--- config.mk ---
export PLATFORM = sky130hd
export DESIGN_NAME = anim_player
export DESIGN_NICKNAME = d
export VERILOG_FILES = /design/src/rtl/anim_pkg.sv /design/src/rtl/anim_pattern_gen.sv /design/src/rtl/anim_player.sv
export SDC_FILE = /design/constraint.sdc
export NUM_CORES = 1
export LEC_CHECK = 0
export ABC_AREA = 1
export CORE_UTILIZATION = 50
export DETAILED_ROUTE_END_ITERATION = 8
export PLACE_DENSITY = 0.86
export SLEW_MARGIN = 10
export SYNTH_ARGS = -nofsm -noshare
export SYNTH_HDL_FRONTEND = slang
export SYNTH_SLANG_ARGS = --single-unit
--- constraint.sdc ---
create_clock -name i_clk -period 2.5 [get_ports i_clk]
set_input_delay 0.25 -clock i_clk [delete_from_list [all_inputs] [get_ports i_clk]]
set_output_delay 0.25 -clock i_clk [all_outputs]
set_load 0.005 [all_outputs]
--- src/rtl/anim_pkg.sv ---
// Shared definitions for the Simon animation sequencer.
//   ANIM_*      : 2-bit animation mode codes. The game FSM uses these to select an animation.
//   anim_state_e: sequencer state encoding (idle / running / finished).
package anim_pkg;

    localparam logic [1:0] ANIM_WIN   = 2'd0;
    localparam logic [1:0] ANIM_LOSE  = 2'd1;
    localparam logic [1:0] ANIM_CHASE = 2'd2;
    localparam logic [1:0] ANIM_FLASH = 2'd3;

    typedef enum logic [1:0] {
        ST_IDLE = 2'd0,
        ST_RUN  = 2'd1,
        ST_DONE = 2'd2
    } anim_state_e;

endpackage

--- src/rtl/anim_pattern_gen.sv ---
// Combinational lamp/sound map for one animation step.
// Ports:
//   i_run     : high while the sequencer is running; both outputs are 0 otherwise
//   i_mode    : animation mode (anim_pkg::ANIM_*)
//   i_step    : current step index
//   i_last    : index of the final step
//   i_cidx    : chase lamp index, always step mod N_LIGHTS
//   i_pattern : latched FLASH lamp pattern
//   i_tone    : latched FLASH sound code
//   o_lights  : lamp drive
//   o_sound   : sound code (0 = silence)
module anim_pattern_gen
    import anim_pkg::*;
#(
    parameter int unsigned N_LIGHTS = 4,
    parameter int unsigned STEP_W   = 4,
    parameter int unsigned SOUND_W  = 4,
    parameter int unsigned CIDX_W   = 2
) (
    input  logic                i_run,
    input  logic [1:0]          i_mode,
    input  logic [STEP_W-1:0]   i_step,
    input  logic [STEP_W-1:0]   i_last,
    input  logic [CIDX_W-1:0]   i_cidx,
    input  logic [N_LIGHTS-1:0] i_pattern,
    input  logic [SOUND_W-1:0]  i_tone,
    output logic [N_LIGHTS-1:0] o_lights,
    output logic [SOUND_W-1:0]  o_sound
);

    localparam int unsigned SMAX = 2 ** SOUND_W - 1;

    logic [STEP_W-1:0] w_tri;
    logic [31:0]       w_tri_inc;
    logic [31:0]       w_cidx_inc;

    // WIN pitch rises to the midpoint of the animation and falls back symmetrically.
    always_comb begin
        if (i_step <= (i_last >> 1)) begin
            w_tri = i_step;
        end else begin
            w_tri = i_last - i_step;
        end
        w_tri_inc  = 32'(w_tri) + 32'd1;
        w_cidx_inc = 32'(i_cidx) + 32'd1;
    end

    always_comb begin
        o_lights = '0;
        o_sound  = '0;
        if (i_run) begin
            unique case (i_mode)
                ANIM_WIN: begin
                    for (int i = 0; i < N_LIGHTS; i++) begin
                        o_lights[i] = (i[0] == i_step[0]);
                    end
                    o_sound = (w_tri_inc > SMAX) ? SOUND_W'(SMAX) : SOUND_W'(w_tri_inc);
                end
                ANIM_LOSE: begin
                    o_lights = {N_LIGHTS{i_step[0]}};
                    o_sound  = (32'(i_step) >= SMAX) ? SOUND_W'(1)
                                                     : SOUND_W'(SMAX - 32'(i_step));
                end
                ANIM_CHASE: begin
                    o_lights = N_LIGHTS'(1) << i_cidx;
                    o_sound  = (w_cidx_inc > SMAX) ? SOUND_W'(SMAX) : SOUND_W'(w_cidx_inc);
                end
                ANIM_FLASH: begin
                    if (!i_step[0]) begin
                        o_lights = i_pattern;
                        o_sound  = i_tone;
                    end
                end
                default: begin
                    o_lights = '0;
                    o_sound  = '0;
                end
            endcase
        end
    end

endmodule

--- src/rtl/anim_player.sv ---
// Light/sound animation sequencer for the Simon game. A start latches mode, length,
// pattern and tone; each 'next' tick then advances one step until the last step ends.
// State changes on the falling clock edge; reset is asynchronous and active-low.
// Ports:
//   i_clk     : system clock (falling-edge active)
//   i_rst_n   : asynchronous active-low reset
//   i_start   : begin an animation from IDLE or DONE (ignored while running)
//   i_abort   : return to IDLE; overrides start and next
//   i_next    : one-cycle step tick
//   i_mode    : anim_pkg::ANIM_* mode, latched on start
//   i_len     : step count, latched on start (0 behaves as 1)
//   i_pattern : FLASH lamp pattern, latched on start
//   i_tone    : FLASH sound code, latched on start
//   o_lights  : lamp drive
//   o_sound   : sound code
//   o_busy    : animation running
//   o_done    : animation finished, waiting for restart or abort
module anim_player
    import anim_pkg::*;
#(
    parameter int unsigned N_LIGHTS = 4,
    parameter int unsigned STEP_W   = 4,
    parameter int unsigned SOUND_W  = 4
) (
    input  logic                i_clk,
    input  logic                i_rst_n,
    input  logic                i_start,
    input  logic                i_abort,
    input  logic                i_next,
    input  logic [1:0]          i_mode,
    input  logic [STEP_W-1:0]   i_len,
    input  logic [N_LIGHTS-1:0] i_pattern,
    input  logic [SOUND_W-1:0]  i_tone,
    output logic [N_LIGHTS-1:0] o_lights,
    output logic [SOUND_W-1:0]  o_sound,
    output logic                o_busy,
    output logic                o_done
);

    localparam int unsigned CIDX_W = (N_LIGHTS > 1) ? $clog2(N_LIGHTS) : 1;

    anim_state_e         r_state;
    anim_state_e         w_state_next;
    logic [STEP_W-1:0]   r_step;
    logic [STEP_W-1:0]   r_last;
    logic [CIDX_W-1:0]   r_cidx;
    logic [1:0]          r_mode;
    logic [N_LIGHTS-1:0] r_pattern;
    logic [SOUND_W-1:0]  r_tone;

    logic w_load;
    logic w_adv;
    logic w_at_last;
    logic w_run;

    assign w_at_last = (r_step == r_last);
    // Start is honoured only outside RUN, so a running animation cannot be retriggered.
    assign w_load    = !i_abort && i_start && (r_state != ST_RUN);
    assign w_adv     = !i_abort && i_next && (r_state == ST_RUN) && !w_at_last;

    // State register
    always_ff @(negedge i_clk or negedge i_rst_n) begin
        if (!i_rst_n) begin
            r_state <= ST_IDLE;
        end else begin
            r_state <= w_state_next;
        end
    end

    // Next-state logic
    always_comb begin
        w_state_next = r_state;
        if (i_abort) begin
            w_state_next = ST_IDLE;
        end else begin
            unique case (r_state)
                ST_IDLE: if (i_start) w_state_next = ST_RUN;
                ST_RUN:  if (i_next && w_at_last) w_state_next = ST_DONE;
                ST_DONE: if (i_start) w_state_next = ST_RUN;
                default: w_state_next = ST_IDLE;
            endcase
        end
    end

    // Step/chase counters and latched operands
    always_ff @(negedge i_clk or negedge i_rst_n) begin
        if (!i_rst_n) begin
            r_step    <= '0;
            r_last    <= '0;
            r_cidx    <= '0;
            r_mode    <= '0;
            r_pattern <= '0;
            r_tone    <= '0;
        end else if (w_load) begin
            r_step    <= '0;
            r_cidx    <= '0;
            r_mode    <= i_mode;
            // Store the final step index directly; a zero length runs a single step.
            r_last    <= (i_len == '0) ? '0 : i_len - STEP_W'(1);
            r_pattern <= i_pattern;
            r_tone    <= i_tone;
        end else if (w_adv) begin
            r_step <= r_step + STEP_W'(1);
            r_cidx <= (r_cidx == CIDX_W'(N_LIGHTS - 1)) ? '0 : r_cidx + CIDX_W'(1);
        end
    end

    // Output logic
    always_comb begin
        w_run  = (r_state == ST_RUN);
        o_busy = w_run;
        o_done = (r_state == ST_DONE);
    end

    anim_pattern_gen #(
        .N_LIGHTS (N_LIGHTS),
        .STEP_W   (STEP_W),
        .SOUND_W  (SOUND_W),
        .CIDX_W   (CIDX_W)
    ) u_pattern_gen (
        .i_run     (w_run),
        .i_mode    (r_mode),
        .i_step    (r_step),
        .i_last    (r_last),
        .i_cidx    (r_cidx),
        .i_pattern (r_pattern),
        .i_tone    (r_tone),
        .o_lights  (o_lights),
        .o_sound   (o_sound)
    );

endmodule
==> summary by stage, run 1 <==
Synthesis
Sequential elements use a little over a third of the synthesized area. Summing every instance area after synthesis gives between 1500 and 2000 µm². The average footprint of a synthesized cell is 7.40 µm².

The post-synth net total is 243. During synthesis, Yosys emitted a total of 0 warnings. The unique cell type count in the Yosys netlist is 31. Synthesis inferred 22 register bits. Synthesis produced between 200 and 250 cells.

GRT
The overflow left after global routing is 0. The initial antenna violation count is 0. The wire length of the first global-routing pass is about 8.3 mm. The largest net degree at the start of global routing is 23. The aggregate global-route resource usage is ~33%. The number of global-route vias before repair is about 1.8k.

Worst setup path
STA classifies the critical path endpoint as an output pin. Data on the critical path arrives at its endpoint at roughly 3.7 ns. The maximum fanout encountered on the critical timing path is 4. The signal on the critical path passes through buf_4 -> ha_4 -> nand2_1 -> nand2_2 -> nand2_2 -> nand2_4 -> nand2_2 -> nand2_1 -> nand2_2 -> ha_4 -> nand3_2 -> nor2_4 -> nor2_4 -> nand2_1 -> nand3_1 -> inv_1 -> buf_2.

Counting both buffers and inverters, the worst setup path holds a total of 3. The critical path is of the register to output pin type. In this design, the largest share of critical-path delay is due to simple AND/OR/NAND/NOR gates. The critical path data required time is around 2.3 ns. The cell seen most often among critical-path stages is nand2_2. On the critical path, the stage with the largest delay is an instance of dfrtn_1. The delay of the slowest cell on the worst path is between 0.4 and 0.5 ns.

The startpoint kind of the worst setup timing path is a register.

Detailed routing
For this block, the via count after detailed routing is roughly 1.9k. The overall routed net length is 5.89 mm. The antenna violation net count after detailed routing is 0. The via-per-instance ratio is around 5.8. In the routed design, unresolved DRC markers number 3.

Dividing the detail-routed wire length by the instance count gives ~18 µm. After the first detailed-routing iteration, the DRC count stood at ~200. The first-pass iteration count of the detailed router is 7.

Place
The total of buffers placed on input and output ports is 28. The detailed-placement wirelength estimate is between 3 and 4 mm. The global placement routability congestion is between 0.9 and 1. After detailed placement, the total cell area comes to roughly 2200 µm².

Including well taps, the total number of placed cells is 310.

Pwr
The power after layout is approximately 1.7 mW. Summed over all cells, the static leakage comes to 1.27 nW. The worst-case IR drop observed on VDD is just over 0.5 mV.

Power spread over the standard cell area amounts to about 710 nW/µm².

Finish
The library cell used most frequently in the layout, excluding fill and tap cells, is buf_4. The finished layout holds roughly 330 standard cells, fillers aside. In the layout the commonest cells are buf_4, nand2_1, inv_1, dfrtn_1, clkdlybuf4s50_1. After the last flow step, the layout net total stands at 330.

The proportion of layout cells with a drive suffix above 1 is a little under 40%. The number of diodes added for antenna fixing is 0. With fillers left out, the area of the finished cells amounts to roughly 2500 µm². Once layout is complete, the utilization of the core stands at approximately 87%. The number of fill cells is ~140. Compared with the post-synthesis result, the final layout area differs by 58.7%.

Timing
The number of hold-slack violations in the final timing report is 0. The setup clock skew after layout is between 0.0004 and 0.0005 ns. Setup repair after global routing could not meet its margin everywhere. Setup slack on the critical path of the routed design comes to -1.47 ns. The actual slew at the worst max-slew pin is approximately 0.38 ns. The hold slack is approximately 0.44 ns. Measured against its own limit, the worst slew margin works out to between 70 and 80%.

The final number of setup-violating endpoints is 11. The final count of pins violating max slew is 0.

Floorplanning
The core outline area is about 2900 µm². The row count is 19. The initial utilization of the core area, before any placement, comes to a little over half. The horizontal die dimension is around 58 µm.

During I/O placement, the number of pins put on the boundary was 29. In this run the vertical extent of the chip is 57.9 µm. The area of the die is roughly 3400 µm².

CTS
In this run, CTS created clock tree buffers numbering 3. Clock tree synthesis found a total of 22 sinks. The H-tree depth reported by CTS is 1. The number of hold buffers added after CTS was 0. Clock latency on the worst-skew pair, taken at its later pin, is just over 0.3 ns. Clock-pin slew was measured on the worst setup and hold paths at roughly 0.080 ns.

The number of buffers on the longest clock path is 2. The library cell used as clock root buffer is clkbuf_4. TritonCTS built the clock tree.

Outcome
The run finished, with violations left. The checks that failed: design-rule violations, negative setup slack.

Flow run
The max-capacitance violation count is 0.

Hold path
The worst min-delay path class is register to register.
-- per-layer routing --
metal / wire length (µm) / vias to the layer above / global-route usage [%]
li1: - / 860 / -
met1: 2160 / 872 / 39.2
met2: 2820 / 139 / 59.1
met3: 581 / 38 / 5.13
met4: 338 / 0 / 15.0
met5: 0 / - / 0
-- tightest hold or removal path, cell delays in order (launching register included) --
cell and delay [ns]:
dfrtn_1 0.42, nand2_1 0.06, nand2_1 0.06
-- logic make-up after synthesis --
kind of cell / after synthesis / share of synthesized area (%)
compound gates: 32 / 12.4
xor+xnor: 5 / 2.80
fa+ha+maj: 13 / 10.9
buf+inv: 36 / 8.97
flops: 22 / 35.3
simple gates: 103 / 29.6
-- registers in the layout (all words and copies together) (netlist names) --
signal,count
r_cidx,2
r_last,4
r_step,4
r_tone,4
r_state,2
r_pattern,4
r_mode,2
-- power by group --
group	internal (mW)	switching, mW
logic	0.483	0.577
registers	0.428	0.0541
clock network	0.0893	0.117
-- timing repair --
item | in CTS | in global routing
setup endpoints to repair | 15 | 20
setup buffers | 8 | 7
pin swaps | 15 | 13
gates resized for setup | 59 | 26
endpoints found under the hold margin | 0 | 0
cloned | 1 | 1
-- final cells by class --
class | instances | area (µm²) | share of cell area [%]
clock buffer | 4 | 36.3 | 1.46
inverter | 33 | 126 | 5.10
multi-input combinational | 153 | 1020 | 41.1
sequential | 22 | 551 | 22.2
tap | 31 | 38.8 | 1.57
timing repair buffer | 84 | 701 | 28.3
timing repair inverter | 1 | 7.51 | 0.303
-- final timing paths --
kind / startpoint / end / slack, ns / depth (start not counted)
setup reg to reg: r_step[1] / r_step[3] / 0.55 / 9
min in group asynchronous: i_rst_n / r_tone[3] / 1.41 / 2
hold reg to reg: r_tone[0] / r_tone[0] / 0.44 / 2
setup / recovery: r_step[1] / o_sound[2] / -1.47 / 17
max in group asynchronous: i_rst_n / r_state[1] / 0.85 / 2
hold / removal: r_tone[0] / r_tone[0] / 0.44 / 2
-- synthesized netlist by cell type --
| master | count | share of area [%] |
|---|---|---|
| nor2_1 | 17 | 4.1 |
| o211ai_1 | 1 | 0.48 |
| nand3b_1 | 1 | 0.48 |
| nand2_2 | 2 | 0.80 |
| buf_2 | 1 | 0.32 |
| nand4_1 | 3 | 1.2 |
| nor2_2 | 4 | 1.6 |
| ha_1 | 12 | 9.6 |
| a221oi_1 | 3 | 1.7 |
| fa_1 | 1 | 1.3 |
| a211oi_1 | 1 | 0.48 |
| nand4_2 | 1 | 0.80 |
| o21a_1 | 1 | 0.48 |
| nor3_1 | 1 | 0.32 |
| clkinv_1 | 1 | 0.24 |
| inv_2 | 3 | 0.72 |
| nor3_2 | 2 | 1.3 |
| nand2_1 | 58 | 14 |
| clkbuf_1 | 1 | 0.24 |
| a21oi_1 | 8 | 2.6 |
| buf_4 | 1 | 0.48 |
| o22ai_1 | 3 | 1.2 |
| o2111ai_1 | 2 | 1.1 |
| xor2_1 | 3 | 1.7 |
| dfrtn_1 | 22 | 35 |
| inv_1 | 29 | 7.0 |
| nand3_1 | 12 | 3.8 |
| o21ai_0 | 12 | 3.8 |
| nand3_2 | 2 | 1.3 |
| a21oi_2 | 1 | 0.56 |
| xnor2_1 | 2 | 1.1 |
-- through the flow --
stage	TNS [ns]	worst slack (ns)
after floorplan	-3.96	-0.923
after global placement	-14.25	-1.34
after detailed placement	-15.03	-1.49
after CTS	-8.61	-1.41
after global routing	-10.16	-1.55
final	-9.02	-1.47
No activity file was read; power rests on OpenSTA's default activity.
==> run 2, diff against run 1 <==
--- a/config.mk
+++ b/config.mk
@@ -9,7 +9,9 @@
 export CORE_UTILIZATION = 50
 export DETAILED_ROUTE_END_ITERATION = 8
 export PLACE_DENSITY = 0.86
+export SKIP_CTS_REPAIR_TIMING = 1
 export SLEW_MARGIN = 10
 export SYNTH_ARGS = -nofsm -noshare
 export SYNTH_HDL_FRONTEND = slang
 export SYNTH_SLANG_ARGS = --single-unit
+export TNS_END_PERCENT = 50
==> run 2 against run 1 <==
Net effect: the flow still finishes with violations (design-rule violations, negative setup slack); largest power group unchanged; total power down 0.87%; clock skew up 0.0099 ns; via count down 1.1%; sequential power up 1%; utilization down 2.3 points; global-route usage down 6.6 points; worst setup slack worse by 0.096 ns.
==> summary by stage, run 2 (synthesized netlist as in run 1, its figures left out) <==
GRT
The first global-routing pass estimated 6.89 mm of wire. The number of global-route vias before repair is between 1.5k and 2k. The overflow left after global routing is 0. The largest net degree at the start of global routing is 23. Global routing consumed, over all layers together, 26.6% of the routing resources. The initial antenna violation count is 0.

Worst setup path
The slowest cell on the critical path is dfrtn_1. The largest single stage delay on the critical path is around 0.51 ns. The number of cells on the worst reg-to-reg path is 9. For the worst setup path, the data arrival time is 3.82 ns.

Walking the worst path, the cells encountered are inv_2 -> ha_1 -> inv_1 -> nand2_1 -> nand2_1 -> nand2_1 -> nand2_2 -> nand2_2 -> nand2_1 -> nand2_2 -> ha_4 -> buf_4 -> xor2_1 -> nand2_1 -> nand3_1 -> inv_1 -> clkbuf_2. The critical path in this run is classified as register to output pin. The worst setup path is launched from a register. The cell seen most often among critical-path stages is nand2_1. The maximum fanout encountered on the critical timing path is 4. The worst setup path is captured at an output pin. STA puts the critical path data required time at around 2.3 ns.

Floorplanning
For this configuration, the core starts out at a cell density of between 50% and 60%. The number of top-level design ports is 29. The row count is 19. In this run the vertical extent of the chip is roughly 58 µm. The die is just under 60 µm wide. The die covers between 3000 and 4000 µm². The core region is roughly 2900 µm².

Place
After detailed placement, the total cell area comes to 2190 µm². Input and output buffers added on the ports amount to 28. The global placement routability congestion is 0.990. In this run, placement finished with an instance count of 310. Detailed placement finished with a half-perimeter wire length of slightly above 3 mm.

Pwr
For this design the ratio of total power to cell area is between 700 and 800 nW/µm². Across the VDD grid, the largest voltage drop is 0.491 mV. For this design the static power due to leakage is between 1 and 1.5 nW.

Finish
The most common library cell in the layout ignoring fill and taps is nand2_1. The layout overhead on the synthesized area is 54.5%. The number of fill cells is roughly 160. The proportion of layout cells with a drive suffix above 1 is between 30% and 40%. The post-route standard cell area excluding fillers is around 2400 µm². The number of antenna diodes in the final layout is 0. The library cells used most frequently in the layout, excluding fill and tap cells, are nand2_1, buf_4, dfrtn_1. The number of non-filler instances in the completed layout is 323.

The multi-input logic area is a little under 1000 µm². The share of the core filled with cells is between 80% and 90%. The register area is 551 µm².

The net count of the finished layout is approximately 330.

CTS
The clock slew seen by the registers of the worst setup and hold paths is roughly 0.080 ns. The number of buffers on the longest clock path is 2. TritonCTS built the clock tree. The sink count of the clock tree is 22.

The total CTS buffers is 3. The H-tree depth reported by CTS is 1. For the worst-skew pair, the clock arrives at the later sink with an insertion delay of around 0.31 ns. In this run the clock root is driven by a clkbuf_4.

Hold path
The worst min-delay path class is register to register. The cell depth of the worst hold path is 2.

Timing
The number of hold-slack violations in the final timing report was 0. The final number of setup-violating endpoints is 10. In the final timing run, aggregate negative setup slack is -9.99 ns.

Measured against its own limit, the worst slew margin works out to approximately 76%. The final count of pins violating max slew is 0. Setup repair after global routing could not meet its margin everywhere. The clock arrives with ~0.010 ns of skew.

The actual slew at the worst max-slew pin is ~0.36 ns. After layout, the worst setup slack is -1.57 ns.

Outcome
The final reports fail on design-rule violations, negative setup slack. The flow ran to the end, but the final reports show violations.

Detailed routing
The number of remaining DRC errors is 3. The antenna violation net count after detailed routing is 0. The total length of routed met2 wires is around 2.6 mm. The routed layout has between 1.5k and 2k vias. The first-pass iteration count of the detailed router is 8. The per-cell routed wire length is about 16 µm. In the detailed route, the total length drawn on met3 is slightly below 400 µm. The met1 wire length is 2.06 mm.

The overall routed net length is approximately 5.3 mm. The via-per-instance ratio is 5.85. The highest routed metal layer is met4.

The count of routing violations after the opening detailed-route iteration is roughly 170.

Flow run
The max-capacitance violation count is 0.
run 2: cell types whose count changed in the layout (fill, tap and decap cells not counted), sizes merged:
cell           previous run  this run
bufinv                    0         1
clkbuf                    5         7
buf                      63        54
clkdlybuf4s15             1         0
clkdlybuf4s50            16        18
run 2: critical path: cells and delay by family (launching register included):
family        cells  cell delay (ns)
simple gates      9             0.76
fa+ha+maj         2             0.39
flops             1             0.51
buf+inv           5             0.45
xor+xnor          1             0.15
run 2: metrics by stage:
step | setup slack (ns) | power, mW | hold slack [ns]
after detailed placement | -1.46 | 1.26 | 0.421
after floorplan | -0.923 | 0.895 | 0.403
after global routing | -1.70 | 1.83 | 0.469
final | -1.57 | 1.73 | 0.437
after global placement | -1.34 | 1.23 | 0.417
after CTS | -1.81 | 1.54 | 0.424
run 2: path summary, 6_finish.rpt:
path	from	endpoint	slack (ns)
worst min register to register	r_tone[3]	r_tone[3]	0.44
worst max register to register	r_step[1]	r_step[3]	0.50
worst min-delay path	r_tone[3]	r_tone[3]	0.44
max in group asynchronous	i_rst_n	r_step[0]	0.83
worst max-delay path	r_step[0]	o_sound[2]	-1.57
min in group asynchronous	i_rst_n	r_mode[0]	1.41
run 2: layout make-up:
class,count,share of cell area (%)
Sequential cell,22,22.8
Tap cell,31,1.61
Inverter,33,5.13
Clock inverter,1,1.24
Clock buffer,3,0.934
Timing Repair Buffer,79,27.5
Multi-Input combinational cell,153,40.6
Timing Repair inverter,1,0.207
run 2: routing by layer:
layer  vias to the layer above  GRT usage (%)
met5                         -              0
met4                         0           8.84
met3                        27           2.01
met2                       130           48.3
met1                       879           33.4
li1                        852              -
run 2: power by group:
group	switching, mW	leakage [nW]	internal, mW
Sequential	0.0603	0.280	0.428
Combinational	0.525	0.930	0.444
Clock	0.114	0.0279	0.162
Total	0.699	1.24	1.03
